`src/rtl/motor_pwm_gen.sv`:
```
// motor_pwm_gen: 4-channel frame-synchronous ESC pulse generator with clamped per-channel commands.
// Define MOTOR_PWM_WATCHDOG_EN to add the command-loss failsafe watchdog (TIMEOUT_FRAMES).
module motor_pwm_gen #(
   parameter int unsigned CLK_HZ         = 100000000,
   parameter int unsigned PWM_HZ         = 400,
   parameter int unsigned MIN_US         = 1000,
   parameter int unsigned MAX_US         = 2000,
   parameter int unsigned TIMEOUT_FRAMES = 40
) (
   input  logic        aclk,
   input  logic        aresetn,
   input  logic        cmd_valid,
   output logic        cmd_ready,
   input  logic [1:0]  cmd_ch,
   input  logic [11:0] cmd_pulse_us,
   input  logic        arm,
   output logic [3:0]  motor_out,
   output logic        armed,
   output logic        failsafe,
   output logic        frame_start
);

   localparam int unsigned DIV       = CLK_HZ / 1000000;
   localparam int unsigned PERIOD_US = 1000000 / PWM_HZ;
   localparam int unsigned PW        = (DIV > 1) ? $clog2(DIV) : 1;
   localparam logic [PW-1:0] PRE_MAX = PW'(DIV - 1);
   localparam logic [11:0] PCNT_MAX  = 12'(PERIOD_US - 1);
   localparam logic [11:0] MIN_W     = 12'(MIN_US);
   localparam logic [11:0] MAX_W     = 12'(MAX_US);

   if (CLK_HZ % 1000000 != 0 || DIV == 0 || PERIOD_US > 4095 || MIN_US >= MAX_US ||
       MAX_US >= PERIOD_US || TIMEOUT_FRAMES < 2) begin : g_bad_cfg
      $error("motor_pwm_gen: invalid parameter set");
   end

   // State bits double as the armed/failsafe outputs.
   typedef enum logic [1:0] {
      DISARMED = 2'b00,
      ARMED    = 2'b01,
      FAILSAFE = 2'b11
   } state_t;

   state_t        state;
   logic [PW-1:0] pre;
   logic [11:0]   pcnt;
   logic [11:0]   shadow [4];
   logic [11:0]   active [4];
   logic [11:0]   clamped;
   logic          tick, boundary, accept, trip;

   always_comb begin
      tick     = (pre == PRE_MAX);
      boundary = tick && (pcnt == PCNT_MAX);
      accept   = cmd_valid && cmd_ready;
      clamped  = cmd_pulse_us;
      if (cmd_pulse_us < MIN_W)
         clamped = MIN_W;
      else if (cmd_pulse_us > MAX_W)
         clamped = MAX_W;
   end

`ifdef MOTOR_PWM_WATCHDOG_EN
   localparam int unsigned WW = $clog2(TIMEOUT_FRAMES + 1);
   localparam logic [WW-1:0] W_MAX = WW'(TIMEOUT_FRAMES);
   logic [WW-1:0] wcnt;

   // Trip decision uses the count before this boundary plus the boundary itself.
   assign trip = (32'(wcnt) + 32'd1 >= TIMEOUT_FRAMES);

   always_ff @(posedge aclk or negedge aresetn) begin
      if (!aresetn)
         wcnt <= '0;
      else if ((boundary && !arm) || accept)
         wcnt <= '0;
      else if (boundary && wcnt != W_MAX)
         wcnt <= wcnt + WW'(1);
   end
`else
   assign trip = 1'b0;
`endif

   always_ff @(posedge aclk or negedge aresetn) begin
      if (!aresetn) begin
         state       <= DISARMED;
         pre         <= '0;
         pcnt        <= '0;
         cmd_ready   <= 1'b0;
         frame_start <= 1'b0;
         motor_out   <= '0;
         for (int unsigned i = 0; i < 4; i++) begin
            shadow[i] <= MIN_W;
            active[i] <= MIN_W;
         end
      end else begin
         cmd_ready   <= 1'b1;
         frame_start <= boundary;
         pre         <= tick ? '0 : pre + PW'(1);
         if (tick)
            pcnt <= boundary ? '0 : pcnt + 12'd1;
         for (int unsigned i = 0; i < 4; i++)
            motor_out[i] <= (pcnt < active[i]);
         if (accept)
            shadow[cmd_ch] <= clamped;
         // Active loads pre-edge shadow; disarm also overrides a same-cycle accept.
         if (boundary) begin
            if (!arm) begin
               state <= DISARMED;
               for (int unsigned i = 0; i < 4; i++) begin
                  shadow[i] <= MIN_W;
                  active[i] <= MIN_W;
               end
            end else if (trip) begin
               state <= FAILSAFE;
               for (int unsigned i = 0; i < 4; i++)
                  active[i] <= MIN_W;
            end else begin
               state <= ARMED;
               for (int unsigned i = 0; i < 4; i++)
                  active[i] <= shadow[i];
            end
         end
      end
   end

   assign armed    = state[0];
   assign failsafe = state[1];

endmodule

```
`config.mk`:
```
export PLATFORM = sky130hd
export DESIGN_NAME = motor_pwm_gen
export DESIGN_NICKNAME = d
export VERILOG_FILES = /design/src/rtl/motor_pwm_gen.sv
export SDC_FILE = /design/constraint.sdc
export NUM_CORES = 1
export LEC_CHECK = 0
export CAP_MARGIN = 20
export CORE_ASPECT_RATIO = 1.4
export CORE_MARGIN = 1.5
export CORE_UTILIZATION = 45
export DETAILED_ROUTE_END_ITERATION = 16
export REMOVE_ABC_BUFFERS = 1
export SYNTH_ARGS = -nofsm -noshare
export SYNTH_HDL_FRONTEND = slang
export SYNTH_SLANG_ARGS = --single-unit
```
`constraint.sdc`:
```
create_clock -name aclk -period 3.65 [get_ports aclk]
set_input_delay 0.5475 -clock aclk [delete_from_list [all_inputs] [get_ports aclk]]
set_output_delay 0.5475 -clock aclk [all_outputs]
set_load 0.01 [all_outputs]
```
# Word level (Yosys, flattened, before mapping)
# Cells that the tools add are included.
word_totals:
  register_bits: 123
  inputBits: 18
  out_inout_bits: 8
  wordCells: 42
classes:
  n_addsub: 2
  order_cmp: 8
  n_eq_ne: 2
  n_mux: 12
  bitwise: 1
  n_reduce_logical: 3
ops:
  columns: ["cell", "count"]
  rows:
  - ["$mux 48", 4]
  - ["$bwmux 48", 1]
  - ["$lt 12x12->1", 4]
  - ["$mux 12", 4]
  - ["$demux 12 s2", 1]
  - ["$add 12x1->12 const B", 1]
  - ["$eq 12x12->1 const B", 1]
  - ["$gt 12x11->1 const B", 1]
  - ["$lt 12x10->1 const B", 1]
  - ["$add 7x1->7 const B", 1]
  - ["$eq 7x7->1 const B", 1]
  - ["$mux 7", 1]
  - ["$ge 3x3->1 const B", 1]
  - ["$logic_and 1x1->1", 3]
  - ["$lt 3x1->1 const B", 1]
  - ["$not 2->3", 1]
  - ["$mux 1", 1]

# Depth between registers and ports, before layout
depth:
  depth_word: 9
  mapped_depth: 9
  depth_no_buf: 7

# Worst setup path before layout
# Ideal clock, no wire load.
synth_path:
  path_type: "reg-to-reg"
  from: "register pcnt[2]"
  to: "register motor_out[2]"
  setup_ns: 0.127
  t_arrival_ns: 1.627
  required_time_ns: 3.523
  path_slack_ns: 1.896
  path_stages_with_launch: 7
  path_buffers: 0
  period_less_slack_ns: 1.754
  cell_sequence: "dfrtp_1 -> ha_1 -> a211o_1 -> a31oi_1 -> or4_1 -> a21oi_1 -> o22ai_1"
synth_via:
  elab_chain_len: 1
synth_lines:
  columns: ["item", "line_no", "rtl"]
  rows:
  - ["start: declaration", "45", "logic [11:0] pcnt;"]
  - ["start signal: assignment", "99", "pcnt <= boundary ? '0 : pcnt + 12'd1;"]
  - ["$lt 12x12->1", "101", "motor_out[i] <= (pcnt < active[i]);"]
  - ["end signal: indexed assignment", "101", null]
  - ["end: declaration", "17", "output logic [3:0] motor_out,"]
# No other way between the ends.
# A chain may end at the register's enable or synchronous reset.

# Worst setup path after layout
layout_path:
  from: "register pre[0]"
  to: "register active[31] in the netlist's numbering"
layout_via:
  elab_chain_len: 2
layout_lines:
  columns: ["item", "line_no", "rtl"]
  rows:
  - ["start: declaration", "44", "logic [PW-1:0] pre;"]
  - ["start signal: assignment", "97", "pre <= tick ? '0 : pre + PW'(1);"]
  - ["$eq 7x7->1", "52", "tick = (pre == PRE_MAX);"]
  - ["$logic_and 1x1->1", "53", "boundary = tick && (pcnt == PCNT_MAX);"]
  - ["end signal: indexed assignment", "119", "active[i] <= shadow[i];"]
  - ["end: declaration", "47", "logic [11:0] active [4];"]
# No other way between the ends.

==> impl_metrics.py <==
metrics = {
    "status": {
        "outcome": "completed",
    },
    "power": {
        "seqPwrFrac": 0.460,
        "net-switching-power_uw": 775,
        "report.power.total_mw": 3.37,
        "combPwrFrac": 0.064,
        "cellLeakagePower_nw": 3.60,
        "power_density_nw_per_um2": 481,
        "ir_worst_vdd_v": 0.000291,
        "internal-power_mw": 2.60,
        "share_clk_of_total_power": 0.476,
        "power.switching_fraction": 0.230,
    },
    "finish": {
        "design.final.nets": 702,
        "layout-area-overhead-vs-synth_pct": 15.4,
        "post_route_cells_drive_above_1_share": 0.143,
        "antennaDiodeCount": 0,
    },
    "floorplan": {
        "die_h_um": 140,
        "design.portCount": 26,
        "core.rowCount": 50,
        "die_w_um": 101,
        "design.die.area_um2": 14200,
        "initial_utilization": 0.458,
        "placeableCoreArea_um2": 13300,
    },
    "worst_setup_path": {
        "crit_chain": "ha_1 > and4bb_1 > and3_4 > nand2_4 > inv_4 > buf_4 > nor2_1 > a31oi_1",
        "timing_worst_setup_path_type": "reg2reg",
        "critical_path_peak_fanout": 76,
        "crit_path_top_delay_cell": "sky130_fd_sc_hd__inv_4",
        "worst_setup_path_startpoint": "pre[0]",
        "critical_path.max_stage_delay_ns": 0.52,
        "worstSetupStartpointType": "flop",
        "worst-endpoint-arrival_ns": 2.73,
        "worstSetupEndpointType": "flop",
        "worst-endpoint-required_ns": 3.97,
        "reg2reg_from": "pre[0]",
    },
    "clock_network": {
        "postCtsSetupBuffers": 0,
        "tritoncts": "yes",
        "clock-root-buffer": "sky130_fd_sc_hd__clkbuf_16",
        "cts_made_buffers": 17,
        "holdBufCountCts": 0,
        "ctsLongestPathBuffers": 2,
        "clk-insertion-delay-late_ns": 0.41,
        "clock_sinks": 122,
        "clk_pin_slew_ns": 0.06,
        "cts_htree_levels": 4,
        "ctsResizeCount": 0,
    },
    "sta": {
        "final_max_slew_viol_count": 0,
        "slew_headroom": 0.451,
        "finalHoldViolCount": 0,
        "tightest_slew_ns": 0.820,
        "period_needed_ns": 2.41,
        "rsz0062_at_grt": "no",
        "timing.final.ws_setup_ns": 1.24,
        "setup_viol": 0,
        "setup_clock_skew_after_layout_ns": 0.00631,
        "fmaxAchievable_ghz": 0.416,
        "layout_worst_path_cycle_share": 0.659,
        "fin_setup_tns_ns": 0,
    },
    "synth": {
        "post_synth_inst_count": 616,
        "synthDominantAreaCellType": "sky130_fd_sc_hd__dfrtp_1",
        "most_used_flip_flop_cell_after_synthesis": "sky130_fd_sc_hd__dfrtp_1",
        "synth.lib_cells_used.distinct": 48,
        "ys_warn_count": 0,
        "yosys-top-cells-area": "sky130_fd_sc_hd__dfrtp_1 (30%), sky130_fd_sc_hd__dfstp_2 (21%), sky130_fd_sc_hd__ha_1 (9.5%)",
        "synth_enable_flop_cells": 0,
        "synth.yosys.seq_area_share": 0.513,
        "ys_seq_elements": 122,
        "synthDominantCellAreaShare": 0.305,
        "post-synth-top-count-cell": "sky130_fd_sc_hd__dfrtp_1",
        "synth_area_per_inst_um2": 9.86,
        "ys_async_sr_fraction": 1.00,
        "netlist_area_um2": 6070,
        "synth.top_cells.by_count": "sky130_fd_sc_hd__dfrtp_1 (74), sky130_fd_sc_hd__inv_1 (72), sky130_fd_sc_hd__nor2_1 (54)",
    },
    "routing": {
        "via_cell_ratio": 5.34,
        "wl_per_cell_um": 16.5,
        "drt_wl_total_mm": 13.8,
        "final_antenna_net_count": 0,
        "detail_route.drc_violations": 0,
        "detailroute.via_count": 4445,
        "drt_iter0_drc": 261,
        "drt_pre_antenna_iters": 5,
    },
    "grt": {
        "globalRoute.totalOverflow": 0,
        "largest_net_degree_at_the_start_of_global_routing": 77,
        "gr-usage-all-layers": 0.215,
        "grt_pass1_vias": 4550,
        "grt_antenna_before_repair": 0,
        "wire_length_of_the_first_global_routing_pass_mm": 23.2,
    },
    "place": {
        "gp_routability_congestion": 0.811,
        "portBuffers": 24,
        "detailedPlacementHpwl_mm": 9.62,
        "post-place-ws_ns": 1.18,
    },
    "flow_run": {
        "drv_cap": 0,
    },
    "worst_hold_path": {
        "worstHoldPathType": "in2async",
    },
}
[power groups by stage]
stage / clock network, mW / logic [mW] / registers [mW]
after global placement: 0 / 0.214 / 1.57
after detailed placement: 0 / 0.219 / 1.57
after floorplan: 0 / 0.129 / 1.55
after global routing: 1.70 / 0.251 / 1.56
final: 1.60 / 0.216 / 1.55
after CTS: 1.63 / 0.220 / 1.55
[path summary, 6_finish.rpt]
path,cells after the start,slack (ns),endpoint
setup / recovery,8,1.24,active[31]
hold / removal,1,0.18,state[0]
setup reg to reg,8,1.24,active[31]
hold reg to reg,2,0.47,active[0]
max in group asynchronous,2,2.59,active[31]
min in group aclk,2,0.47,active[0]
[placed cells by master, fill, tap and decap left out, types with 2 or more instances in the layout]
cell type                         instances
sky130_fd_sc_hd__a211o_1                  4
sky130_fd_sc_hd__a211oi_1                14
sky130_fd_sc_hd__a21o_1                  16
sky130_fd_sc_hd__a21oi_1                 24
sky130_fd_sc_hd__a31oi_1                 25
sky130_fd_sc_hd__and3_1                   6
sky130_fd_sc_hd__and4_1                   2
sky130_fd_sc_hd__buf_4                    5
sky130_fd_sc_hd__bufinv_16                2
sky130_fd_sc_hd__clkbuf_1                 2
sky130_fd_sc_hd__clkbuf_16               17
sky130_fd_sc_hd__clkdlybuf4s50_1         22
sky130_fd_sc_hd__clkinv_2                 5
sky130_fd_sc_hd__clkinv_4                 2
sky130_fd_sc_hd__clkinvlp_4               3
sky130_fd_sc_hd__conb_1                   2
sky130_fd_sc_hd__dfrtp_1                 74
sky130_fd_sc_hd__dfstp_2                 48
sky130_fd_sc_hd__ha_1                    46
sky130_fd_sc_hd__inv_1                   72
sky130_fd_sc_hd__mux2i_1                  3
sky130_fd_sc_hd__nand2_1                 50
sky130_fd_sc_hd__nand2b_1                 6
sky130_fd_sc_hd__nand3_1                 34
sky130_fd_sc_hd__nand4_1                 12
sky130_fd_sc_hd__nor2_1                  54
sky130_fd_sc_hd__nor3_1                   3
sky130_fd_sc_hd__o211ai_1                24
sky130_fd_sc_hd__o21ai_0                 28
sky130_fd_sc_hd__o21ai_1                 11
sky130_fd_sc_hd__or3_1                    3
sky130_fd_sc_hd__xnor2_1                  9
[per-stage QoR]
| step | instance area [µm²] | instances | hold slack, ns | util |
|---|---|---|---|---|
| after floorplan | 5920 | 589 | 0.252 | - |
| after global placement | 6430 | 800 | 0.444 | 0.485 |
| after CTS | 7000 | 832 | 0.212 | 0.528 |
| final | 7010 | 833 | 0.183 | 0.528 |
| after detailed placement | 6430 | 800 | 0.459 | 0.485 |
| after global routing | 7010 | 833 | 0.234 | 0.528 |
[worst max-delay path: cells and delay by family (launching register included)]
family	cells	cell delay (ns)
AOI/OAI and AO/OA	1	0.15
adders and majority gates	1	0.23
buffers and inverters	2	0.82
DFF	1	0.38
and+or+nand+nor	4	0.70
[registers in the layout (all words and copies together) (netlist names)]
register	flops
cmd_ready	1
pre	7
state	1
motor_out	4
shadow	48
frame_start	1
pcnt	12
active	48
[cell type report]
cell class	instances	area (µm²)
repair buffers	30	290
multi-input cells	394	2530
clock inverters	12	125
well taps	182	228
clock buffers	20	447
flip-flops and latches	122	3110
inverters	73	277
fillers	1256	6250
[routing by layer]
layer  GRT usage  wire length, µm
met4      0.0826              310
met1       0.274             6080
met5           0                0
met2       0.359             6990
met3      0.0389              390
[logic make-up after synthesis]
family                     count (synthesis)  synth area share
other                                      2           0.00124
AOI/OAI and AO/OA                        151             0.157
DFF                                      122             0.513
and+or+nand+nor                          182             0.144
xor gates and xnor gates                  10            0.0144
muxes                                      3           0.00495
buffers and inverters                    100            0.0709
adders and majority gates                 46            0.0948
Note: power is estimated with default switching activity, not from simulation.
